**config.mk**
```make
export PLATFORM = sky130hd
export DESIGN_NAME = alu_issue_ctrl
export DESIGN_NICKNAME = d
export VERILOG_FILES = /design/src/rtl/alu_issue_ctrl.sv
export SDC_FILE = /design/constraint.sdc
export NUM_CORES = 1
export LEC_CHECK = 0
export ABC_AREA = 1
export CORE_UTILIZATION = 45
export DETAILED_ROUTE_END_ITERATION = 8
export PLACE_DENSITY = 0.85
export SLEW_MARGIN = 20
export SYNTH_ARGS = -nofsm -noshare
export SYNTH_HDL_FRONTEND = slang
export SYNTH_SLANG_ARGS = --single-unit
```
**constraint.sdc**
```tcl
create_clock -name clk -period 6.4 [get_ports clk]
set_input_delay 1.28 -clock clk [delete_from_list [all_inputs] [get_ports clk]]
set_output_delay 1.28 -clock clk [all_outputs]
set_load 0.05 [all_outputs]
```
**src/rtl/alu_issue_ctrl.sv**
```systemverilog
// Issue-side scoreboard for the ALU: holds one decoded instruction, tracks the
// producer of every architectural register and issues with data or forwarding tags.
module alu_issue_ctrl #(
  parameter int NUM_REGS = 32,
  parameter int CNT_W    = 32
) (
  input  logic             clk,
  input  logic             rst,
  input  logic             dec_valid,
  output logic             dec_ready,
  input  logic [4:0]       dec_rd,
  input  logic [4:0]       dec_rs1,
  input  logic [4:0]       dec_rs2,
  input  logic             dec_use_imm,
  input  logic [31:0]      dec_imm,
  input  logic [5:0]       dec_ex_type,
  output logic [4:0]       rf_raddr1,
  output logic [4:0]       rf_raddr2,
  input  logic [31:0]      rf_rdata1,
  input  logic [31:0]      rf_rdata2,
  input  logic [1:0]       alu_state,
  output logic             alu_load,
  output logic [4:0]       alu_rd,
  output logic [32:0]      alu_data1,
  output logic [32:0]      alu_data2,
  output logic [5:0]       alu_ex_type,
  output logic [1:0]       alu_data1_depend,
  output logic [1:0]       alu_data2_depend,
  input  logic             alu_done,
  input  logic [4:0]       alu_rd_out,
  input  logic             mul_wb_valid,
  input  logic [4:0]       mul_wb_rd,
  input  logic             lsu_wb_valid,
  input  logic [4:0]       lsu_wb_rd,
  input  logic             mark_valid,
  input  logic [4:0]       mark_rd,
  input  logic [1:0]       mark_tag,
  input  logic             flush,
  output logic [CNT_W-1:0] stall_cnt
);

  localparam logic [1:0] TAG_NONE = 2'b00;
  localparam logic [1:0] TAG_ALU  = 2'b01;
  localparam logic [1:0] TAG_MUL  = 2'b10;
  localparam logic [1:0] TAG_LSU  = 2'b11;

  typedef enum logic {EMPTY, HELD} state_t;

  state_t      state;
  logic [1:0]  status [NUM_REGS];
  logic [4:0]  rd_p0, rs1_p0, rs2_p0;
  logic        use_imm_p0;
  logic [31:0] imm_p0;
  logic [5:0]  ex_type_p0;

  logic        held, src1_ok, src2_ok, waw_ok, issue_ok;
  logic [34:0] opnd1, opnd2;

  function automatic logic [CNT_W-1:0] sat_inc(input logic [CNT_W-1:0] v);
    return (&v) ? v : v + {{(CNT_W-1){1'b0}}, 1'b1};
  endfunction

  // Returns {depend, valid, data}; x0 always reads as a ready zero.
  function automatic logic [34:0] build_opnd(input logic [4:0] rs, input logic [1:0] tag,
                                             input logic [31:0] rdata);
    if (rs == 5'd0)
      return {TAG_NONE, 1'b1, 32'd0};
    else if (tag == TAG_NONE)
      return {TAG_NONE, 1'b1, rdata};
    else
      return {tag, 33'd0};
  endfunction

  assign held     = (state == HELD);
  assign src1_ok  = (rs1_p0 == 5'd0) || (status[rs1_p0] != TAG_ALU);
  assign src2_ok  = use_imm_p0 || (rs2_p0 == 5'd0) || (status[rs2_p0] != TAG_ALU);
  assign waw_ok   = (rd_p0 == 5'd0) || (status[rd_p0] == TAG_NONE);
  assign issue_ok = held && (alu_state == 2'b00) && src1_ok && src2_ok && waw_ok;
  assign alu_load = issue_ok;

  assign rf_raddr1 = held ? rs1_p0 : 5'd0;
  assign rf_raddr2 = held ? rs2_p0 : 5'd0;

  assign opnd1 = build_opnd(rs1_p0, status[rs1_p0], rf_rdata1);
  assign opnd2 = build_opnd(rs2_p0, status[rs2_p0], rf_rdata2);

  // p0: decode hand-off into the holding register
  always_ff @(posedge clk or posedge rst) begin
    if (rst) begin
      state     <= EMPTY;
      dec_ready <= 1'b1;
      stall_cnt <= '0;
    end else begin
      if (held && !issue_ok)
        stall_cnt <= sat_inc(stall_cnt);
      case (state)
        EMPTY: if (dec_valid && !flush) begin
          state     <= HELD;
          dec_ready <= 1'b0;
        end
        HELD: if (issue_ok || flush) begin
          state     <= EMPTY;
          dec_ready <= 1'b1;
        end
        default: begin
          state     <= EMPTY;
          dec_ready <= 1'b1;
        end
      endcase
    end
  end

  always_ff @(posedge clk) begin
    if (state == EMPTY && dec_valid && !flush) begin
      rd_p0      <= dec_rd;
      rs1_p0     <= dec_rs1;
      rs2_p0     <= dec_rs2;
      use_imm_p0 <= dec_use_imm;
      imm_p0     <= dec_imm;
      ex_type_p0 <= dec_ex_type;
    end
  end

  // Producer table: own issue beats external mark beats a tag-matching writeback.
  always_ff @(posedge clk or posedge rst) begin
    if (rst) begin
      for (int i = 0; i < NUM_REGS; i++)
        status[i] <= TAG_NONE;
    end else begin
      for (int i = 1; i < NUM_REGS; i++) begin
        if (issue_ok && rd_p0 == 5'(i))
          status[i] <= TAG_ALU;
        else if (mark_valid && mark_rd == 5'(i) && mark_tag[1])
          status[i] <= mark_tag;
        else if ((alu_done     && alu_rd_out == 5'(i) && status[i] == TAG_ALU) ||
                 (mul_wb_valid && mul_wb_rd  == 5'(i) && status[i] == TAG_MUL) ||
                 (lsu_wb_valid && lsu_wb_rd  == 5'(i) && status[i] == TAG_LSU))
          status[i] <= TAG_NONE;
      end
    end
  end

  // p1: issue strobe toward the ALU, zeroed when not loading
  always_comb begin
    alu_rd           = 5'd0;
    alu_ex_type      = 6'd0;
    alu_data1        = 33'd0;
    alu_data2        = 33'd0;
    alu_data1_depend = TAG_NONE;
    alu_data2_depend = TAG_NONE;
    if (issue_ok) begin
      alu_rd      = rd_p0;
      alu_ex_type = ex_type_p0;
      {alu_data1_depend, alu_data1} = opnd1;
      if (use_imm_p0) begin
        alu_data2_depend = TAG_NONE;
        alu_data2        = {1'b1, imm_p0};
      end else begin
        {alu_data2_depend, alu_data2} = opnd2;
      end
    end
  end

endmodule

```
==> impl_results.rst, run 1 <==
.. list-table::
   :header-rows: 1

   * - Metric
     - Value
   * - Run status
     - completed
   * - Mean cell area of the mapped netlist
     - 6.59 um2
   * - Iteration-0 DRC count of the detailed router
     - between 1000 and 1500
   * - DRT Pass-1 Iters
     - 6
   * - Commonest non-fill, non-tap cell in the layout
     - sky130_fd_sc_hd__nand2_1
   * - Yosys reg bits
     - 150
   * - FF-to-FF End
     - stall_cnt[13]
   * - Die area
     - 24800 um2
   * - Port Buf Inserts
     - 274
   * - CTS sink count
     - 150
   * - Commonest cells after routing, fill and taps aside
     - sky130_fd_sc_hd__nand2_1, sky130_fd_sc_hd__nor2_1, sky130_fd_sc_hd__clkdlybuf4s50_1
   * - Reported leakage power
     - ~6 nW
   * - Fraction of final layout cells with drive strength greater than 1
     - about 5.6%
   * - HP Start
     - dec_ready
   * - Core Footprint
     - between 20000 and 25000 um2
   * - Fin nets
     - 2045
   * - Antenna fix cells
     - 0
   * - H-tree depth reported by CTS
     - 4
   * - Die height
     - 158 um
   * - Count of cells along the worst hold path
     - 2
   * - Total of hold buffers inserted after clock tree synthesis
     - 0
   * - Die extent in x
     - roughly 160 um
   * - Clock-pin slew reported for the worst setup and hold paths after clock tree synthesis
     - 0.07 ns
   * - Gate Count Post-Synth
     - 1652
   * - Setup skew after layout
     - roughly 0.017 ns
   * - Synthesized netlist net count
     - 1803
   * - Effective utilization at floorplan
     - 46.1%
   * - Maximum number of pins on one net before global-route repair
     - 64
   * - Number of warnings issued by yosys
     - 2
   * - Count of final hold-check violations
     - 0
   * - Post-route clock period utilization
     - 82.9%
   * - First-pass GRT wire length
     - 66100 um
   * - PwrDens
     - roughly 240 nW/um2
   * - Worst Hold Endpoint
     - dec_ready
   * - DRC violation count after routing
     - 0
   * - Largest buffer count on any clock path
     - 2
   * - Overall via count from detail_route
     - 12600
   * - CTS root buf
     - sky130_fd_sc_hd__clkbuf_16
   * - Max-Slew Margin vs Limit
     - 30.1%
   * - Clock network latency to the later pin of the worst-skew pair
     - 0.45 ns
   * - Number of different library cells in the post-synthesis netlist
     - 49
   * - Overall power after layout
     - between 0.003 and 0.004 W
   * - Final worst path period need
     - between 5 and 6 ns
   * - Routability Congestion
     - 1.06
   * - Post-Syn Area
     - 10900 um2
   * - Max VDD drop
     - 137 uV
   * - Dominant register cell in the synthesized netlist
     - sky130_fd_sc_hd__dfrtp_1
   * - FF-to-FF Start
     - rs1_p0[0]
   * - Portion of the post-synthesis area used by sequential elements
     - between 30% and 40%
   * - Number of enable-type register cells in the synthesized netlist
     - 54
   * - Routed WL per cell
     - approximately 20 um
   * - Count of boundary I/O pins
     - 275
   * - Crit path kind
     - register to output pin
   * - Worst Setup End Kind
     - output pin
   * - Global Route Usage Sum
     - 35.6%
   * - Area Overhead vs Synth
     - 31.3%
   * - Total wire length after detailed routing
     - 44000 um
   * - Unrepaired setup endpoints after global routing
     - false
   * - Biggest fanout along the worst timing path
     - 55
   * - Crit path required time
     - 5.12 ns
   * - CTS-repair resized insts
     - 0
   * - Total setup violations reported at the end of the flow
     - 0
   * - Hold Crit Class
     - register to register
   * - Number of max-slew violations in the final report
     - 0
   * - Total overflow reported by the global router
     - 0
   * - Peak clock frequency supported by timing
     - 189 MHz
   * - Row cnt
     - 56
   * - Slew at the pin with the worst max-slew slack
     - 1.05 ns
   * - CTS tree
     - done
   * - CP Launch Type
     - register
   * - Fraction of registers with async set/reset
     - 64.0%
   * - Via count of the first global-routing pass
     - 11800
   * - Count of buffers added by post-CTS timing repair for setup
     - 0
   * - HPWL after detailed placement
     - approximately 33000 um
   * - R2r worst-path depth
     - 15
   * - Arrival time reported for the critical path endpoint
     - approximately 4 ns
   * - Antenna violations before repair
     - 0
   * - Fin Setup TNS
     - 0 ns
   * - Register-to-register path setup slack
     - 2.38 ns
   * - Clock buffers created by TritonCTS
     - 17
   * - Via density per instance
     - ~5.7
   * - Max_cap viols
     - 0
   * - Count of nets left with antenna violations after detail routing
     - 0
state kept, by name (all words and copies together) (netlist names), 5 cells and up:
| name | cells |
|---|---|
| ex_type_p0 | 6 |
| imm_p0 | 32 |
| rd_p0 | 5 |
| rs1_p0 | 5 |
| rs2_p0 | 5 |
| stall_cnt | 32 |
| status | 62 |
cell type report:
type,count,area [um2]
clock inverters,15,139
fillers,2251,9320
repair buffers,286,2750
inverters,223,840
flip-flops and latches,150,4030
clock buffers,17,425
multi-input cells,1216,5720
well taps,319,399
worst max-delay path: stages (launching register included):
cell                              delay [ns]
sky130_fd_sc_hd__edfxtp_1               1.01
sky130_fd_sc_hd__inv_1                  0.35
sky130_fd_sc_hd__nand2_1                0.24
sky130_fd_sc_hd__nor2_1                 0.06
sky130_fd_sc_hd__nor2_1                 0.08
sky130_fd_sc_hd__nand2_1                0.05
sky130_fd_sc_hd__nand2_1                0.05
sky130_fd_sc_hd__nand2_1                0.05
sky130_fd_sc_hd__inv_1                  0.04
sky130_fd_sc_hd__nand2_1                0.04
sky130_fd_sc_hd__nand2_1                0.05
sky130_fd_sc_hd__nand2_1                0.08
sky130_fd_sc_hd__nand2_1                0.10
sky130_fd_sc_hd__nand3_2                0.12
sky130_fd_sc_hd__buf_12                 0.20
sky130_fd_sc_hd__a21oi_1                0.18
sky130_fd_sc_hd__clkdlybuf4s50_1        0.84
synth_stat cells, types with 20 or more instances:
master | n | share of area, %
sky130_fd_sc_hd__a21oi_1 | 96 | 4.4
sky130_fd_sc_hd__buf_2 | 20 | 0.92
sky130_fd_sc_hd__xor2_1 | 20 | 1.6
sky130_fd_sc_hd__nand4_1 | 34 | 2.0
sky130_fd_sc_hd__inv_1 | 216 | 7.4
sky130_fd_sc_hd__nor3_1 | 33 | 1.5
sky130_fd_sc_hd__nor2_1 | 237 | 8.2
sky130_fd_sc_hd__edfxtp_1 | 54 | 15
sky130_fd_sc_hd__nand2_1 | 440 | 15
sky130_fd_sc_hd__clkbuf_1 | 27 | 0.93
sky130_fd_sc_hd__dfrtp_1 | 95 | 22
sky130_fd_sc_hd__o21ai_0 | 45 | 2.1
sky130_fd_sc_hd__nand3_1 | 169 | 7.8
sky130_fd_sc_hd__nor3b_1 | 32 | 2.2
power breakdown:
| group | internal, W | switching (W) |
|---|---|---|
| logic | 0.000351 | 0.000674 |
| registers | 0.00114 | 0.000222 |
| clock network | 0.000514 | 0.000491 |
| total | 0.00200 | 0.00139 |
through the flow:
stage / area [um2] / utilization [%] / std cells / setup WS (ns) / hold slack (ns)
global placement: 13700 / 58.2 / 2194 / 1.77 / 0.459
detailed placement: 13700 / 58.2 / 2194 / 1.62 / 0.469
floorplan: 10900 / - / 1652 / 2.01 / 0.487
global route: 14300 / 60.6 / 2226 / 0.841 / 0.511
finish: 14300 / 60.6 / 2226 / 1.10 / 0.481
CTS: 14300 / 60.6 / 2226 / 1.16 / 0.480
worst max path at each step:
| stage | from | to | slack [ns] | depth (start not counted) |
|---|---|---|---|---|
| 6_report | rs1_p0[0] | alu_data2[6] | 1.10 | 16 |
| 5_1_grt | rs1_p0[0] | alu_data2[25] | 0.84 | 16 |
| 4_1_cts | rs1_p0[0] | alu_data2[6] | 1.16 | 16 |
| 3_5_place_dp | rs1_p0[0] | alu_data2[6] | 1.62 | 16 |
| 3_3_place_gp | alu_state[1] | alu_data2[25] | 1.77 | 8 |
| 2_1_floorplan | alu_state[1] | alu_data1[10] | 2.01 | 6 |
routing by layer:
metal | track usage, % | up-vias | routed length [um] | part of all wire [%]
met5 | 0 | - | 0 | 0
met1 | 45.6 | 5787 | 17300 | 39
met4 | 18.4 | 0 | 2150 | 4.9
li1 | - | 5887 | - | -
met2 | 55.9 | 786 | 20100 | 46
met3 | 8.20 | 154 | 4470 | 10
cell families (layout without fill, tap and decap cells):
logic type,Yosys count,after routing,synth area share (%)
simple gates,976,976,38.9
flops,150,150,37.0
compound gates,209,209,11.0
fa+ha+maj,1,1,0.115
xor+xnor,30,30,2.41
buf+inv,286,541,10.5
Note: power is estimated with default switching activity, not from simulation.
==> run 2: changes to the inputs <==
--- a/config.mk
+++ b/config.mk
@@ -8,7 +8,7 @@
 export ABC_AREA = 1
 export CORE_UTILIZATION = 45
 export DETAILED_ROUTE_END_ITERATION = 8
-export PLACE_DENSITY = 0.85
+export PLACE_DENSITY = 0.88
 export SLEW_MARGIN = 20
 export SYNTH_ARGS = -nofsm -noshare
 export SYNTH_HDL_FRONTEND = slang
==> constraint.sdc (replaced) <==
create_clock -name clk -period 4.65 [get_ports clk]
set_input_delay 0.93 -clock clk [delete_from_list [all_inputs] [get_ports clk]]
set_output_delay 0.93 -clock clk [all_outputs]
set_load 0.05 [all_outputs]
==> impl_results.rst, run 2 (synthesis gave the netlist of run 1 again) <==
.. list-table::
   :header-rows: 1

   * - Metric
     - Value
   * - Die area
     - between 20000 and 25000 um2
   * - Top flop regs
     - status x62, imm_p0 x32, stall_cnt x32
   * - Slew at the pin with the worst max-slew slack
     - between 0.8 and 0.9 ns
   * - Util after Layout
     - 65.1%
   * - First-pass GRT wire length
     - 69200 um
   * - Clock network latency to the later pin of the worst-skew pair
     - 0.44 ns
   * - Post-route clock period utilization
     - 93.3%
   * - Die height
     - 158 um
   * - Commonest non-fill, non-tap cell in the layout
     - sky130_fd_sc_hd__nand2_1
   * - PwrDens
     - 314 nW/um2
   * - Count of boundary I/O pins
     - 275
   * - Met1 usage in global routing
     - 47.7%
   * - Global Route Usage Sum
     - 37.5%
   * - Total of hold buffers inserted after clock tree synthesis
     - 0
   * - Max VDD drop
     - 224 uV
   * - Met3 Track Usage GR
     - under 10%
   * - Crit path setup slack, layout
     - around 0.31 ns
   * - Total setup violations reported at the end of the flow
     - 0
   * - Max reg flops
     - slightly above 60
   * - DRC violation count after routing
     - 2
   * - Overall via count from detail_route
     - approximately 13000
   * - Global route hottest layer
     - met2
   * - CP Launch Type
     - register
   * - Worst-case setup slack after placement
     - 0.639 ns
   * - Via density per instance
     - 5.75
   * - Routability Congestion
     - 1.04
   * - Crit path required time
     - 3.72 ns
   * - Total wire length after detailed routing
     - about 47000 um
   * - Fin Setup TNS
     - 0 ns
   * - Clock-pin slew reported for the worst setup and hold paths after clock tree synthesis
     - 0.07 ns
   * - R2r worst-path depth
     - 14
   * - Row cnt
     - 56
   * - Violations in the final reports
     - DRC
   * - Antenna violations before repair
     - 0
   * - Run status
     - complete, but fails checks
   * - Fin nets
     - slightly above 2000
   * - Commonest cells after routing, fill and taps aside
     - sky130_fd_sc_hd__nand2_1, sky130_fd_sc_hd__nor2_1, sky130_fd_sc_hd__inv_1
   * - Crit path kind
     - register to output pin
   * - Reported leakage power
     - between 6 and 7 nW
   * - Iteration-0 DRC count of the detailed router
     - 1637
   * - Unrepaired setup endpoints after global routing
     - false
   * - Count of final hold-check violations
     - 0
   * - Number of max-slew violations in the final report
     - 0
   * - Peak clock frequency supported by timing
     - about 230 MHz
   * - Antenna fix cells
     - 0
   * - CTS tree
     - done
   * - Area Overhead vs Synth
     - 41.3%
   * - CTS sink count
     - 150
   * - Worst Setup End Kind
     - output pin
   * - Max_cap viols
     - 0
   * - Biggest fanout along the worst timing path
     - 32
   * - Largest buffer count on any clock path
     - 2
   * - Setup skew after layout
     - 0.0118 ns
   * - Via count of the first global-routing pass
     - 12000
   * - Hold Crit Class
     - register to register
   * - Maximum number of pins on one net before global-route repair
     - 83
   * - Total overflow reported by the global router
     - 0
   * - Arrival time reported for the critical path endpoint
     - 3.41 ns
   * - Die extent in x
     - 158 um
   * - CTS root buf
     - sky130_fd_sc_hd__clkbuf_16
   * - Max-Slew Margin vs Limit
     - 44.3%
   * - Largest Register
     - status
   * - DRT Pass-1 Iters
     - 8
   * - Final worst path period need
     - 4.34 ns
   * - Count of cells along the worst hold path
     - 2
   * - HPWL after detailed placement
     - between 30000 and 40000 um
   * - Routed WL per cell
     - 20.7 um
   * - Clock buffers created by TritonCTS
     - 17
   * - Port Buf Inserts
     - 274
   * - Fraction of final layout cells with drive strength greater than 1
     - between 8 and 9%
   * - Count of nets left with antenna violations after detail routing
     - 0
   * - Core Footprint
     - between 20000 and 25000 um2
   * - H-tree depth reported by CTS
     - 4
   * - Effective utilization at floorplan
     - roughly 46%
   * - Met2 GRT Util
     - 60.1%
[run 2: changes by cell type in the layout (fill, tap and decap cells not counted), sizes merged]
cell | before | now
buf | 54 | 112
clkdlybuf4s50 | 232 | 191
bufinv | 0 | 2
clkinv | 5 | 4
clkinvlp | 4 | 3
[run 2: layout make-up]
| cell class | count | area (um2) |
|---|---|---|
| clock buffers | 17 | 425 |
| clock inverters | 15 | 184 |
| fillers | 2077 | 8230 |
| inverters | 223 | 846 |
| multi-input cells | 1216 | 5720 |
| flip-flops and latches | 150 | 4030 |
| well taps | 319 | 399 |
| repair buffers | 303 | 3780 |
[run 2: metal layers]
metal / part of all wire (%) / vias up
met1: 39 / 6015
met3: 10 / 145
met5: 0 / -
met2: 46 / 828
met4: 5.1 / 0
li1: - / 5914
[run 2: per-stage QoR]
step                      total power, W  instances  hold WS [ns]  cell area, um2
after global routing             0.00501       2243         0.529           15400
after floorplan                  0.00264       1652         0.487           10900
final                            0.00483       2243         0.469           15400
after detailed placement         0.00329       2201         0.460           14700
after global placement           0.00328       2201         0.458           14700
after CTS                        0.00477       2233         0.471           15300
[run 2: path summary, 6_finish.rpt]
path,endpoint,startpoint,slack [ns]
max,alu_data1[9],rs2_p0[1],0.31
max reg2reg,status[3],rs2_p0[1],1.30
min reg2reg,dec_ready,dec_ready,0.47
min in group asynchronous,status[58],rst,1.03
max in group asynchronous,stall_cnt[27],rst,2.88
min,dec_ready,dec_ready,0.47
[run 2: power by group]
| part | switching, W | internal [W] |
|---|---|---|
| Clock | 0.000675 | 0.000818 |
| Sequential | 0.000303 | 0.00156 |
| Combinational | 0.000960 | 0.000512 |
[run 2: critical path, cell delays in order (launching register included)]
cell,delay (ns)
sky130_fd_sc_hd__edfxtp_1,0.62
sky130_fd_sc_hd__nor2_1,0.55
sky130_fd_sc_hd__nand2_1,0.09
sky130_fd_sc_hd__nand3_1,0.15
sky130_fd_sc_hd__nand3_1,0.10
sky130_fd_sc_hd__nand3_1,0.13
sky130_fd_sc_hd__nand2_1,0.13
sky130_fd_sc_hd__nand3_1,0.18
sky130_fd_sc_hd__nand4_1,0.13
sky130_fd_sc_hd__buf_4,0.26
sky130_fd_sc_hd__nor3b_1,0.40
sky130_fd_sc_hd__buf_12,0.19
[run 2: repair_timing]
action	CTS	global route
gates resized for setup	0	1
endpoints found under the hold margin	0	0
setup endpoints to repair	0	38
setup buffers	0	10
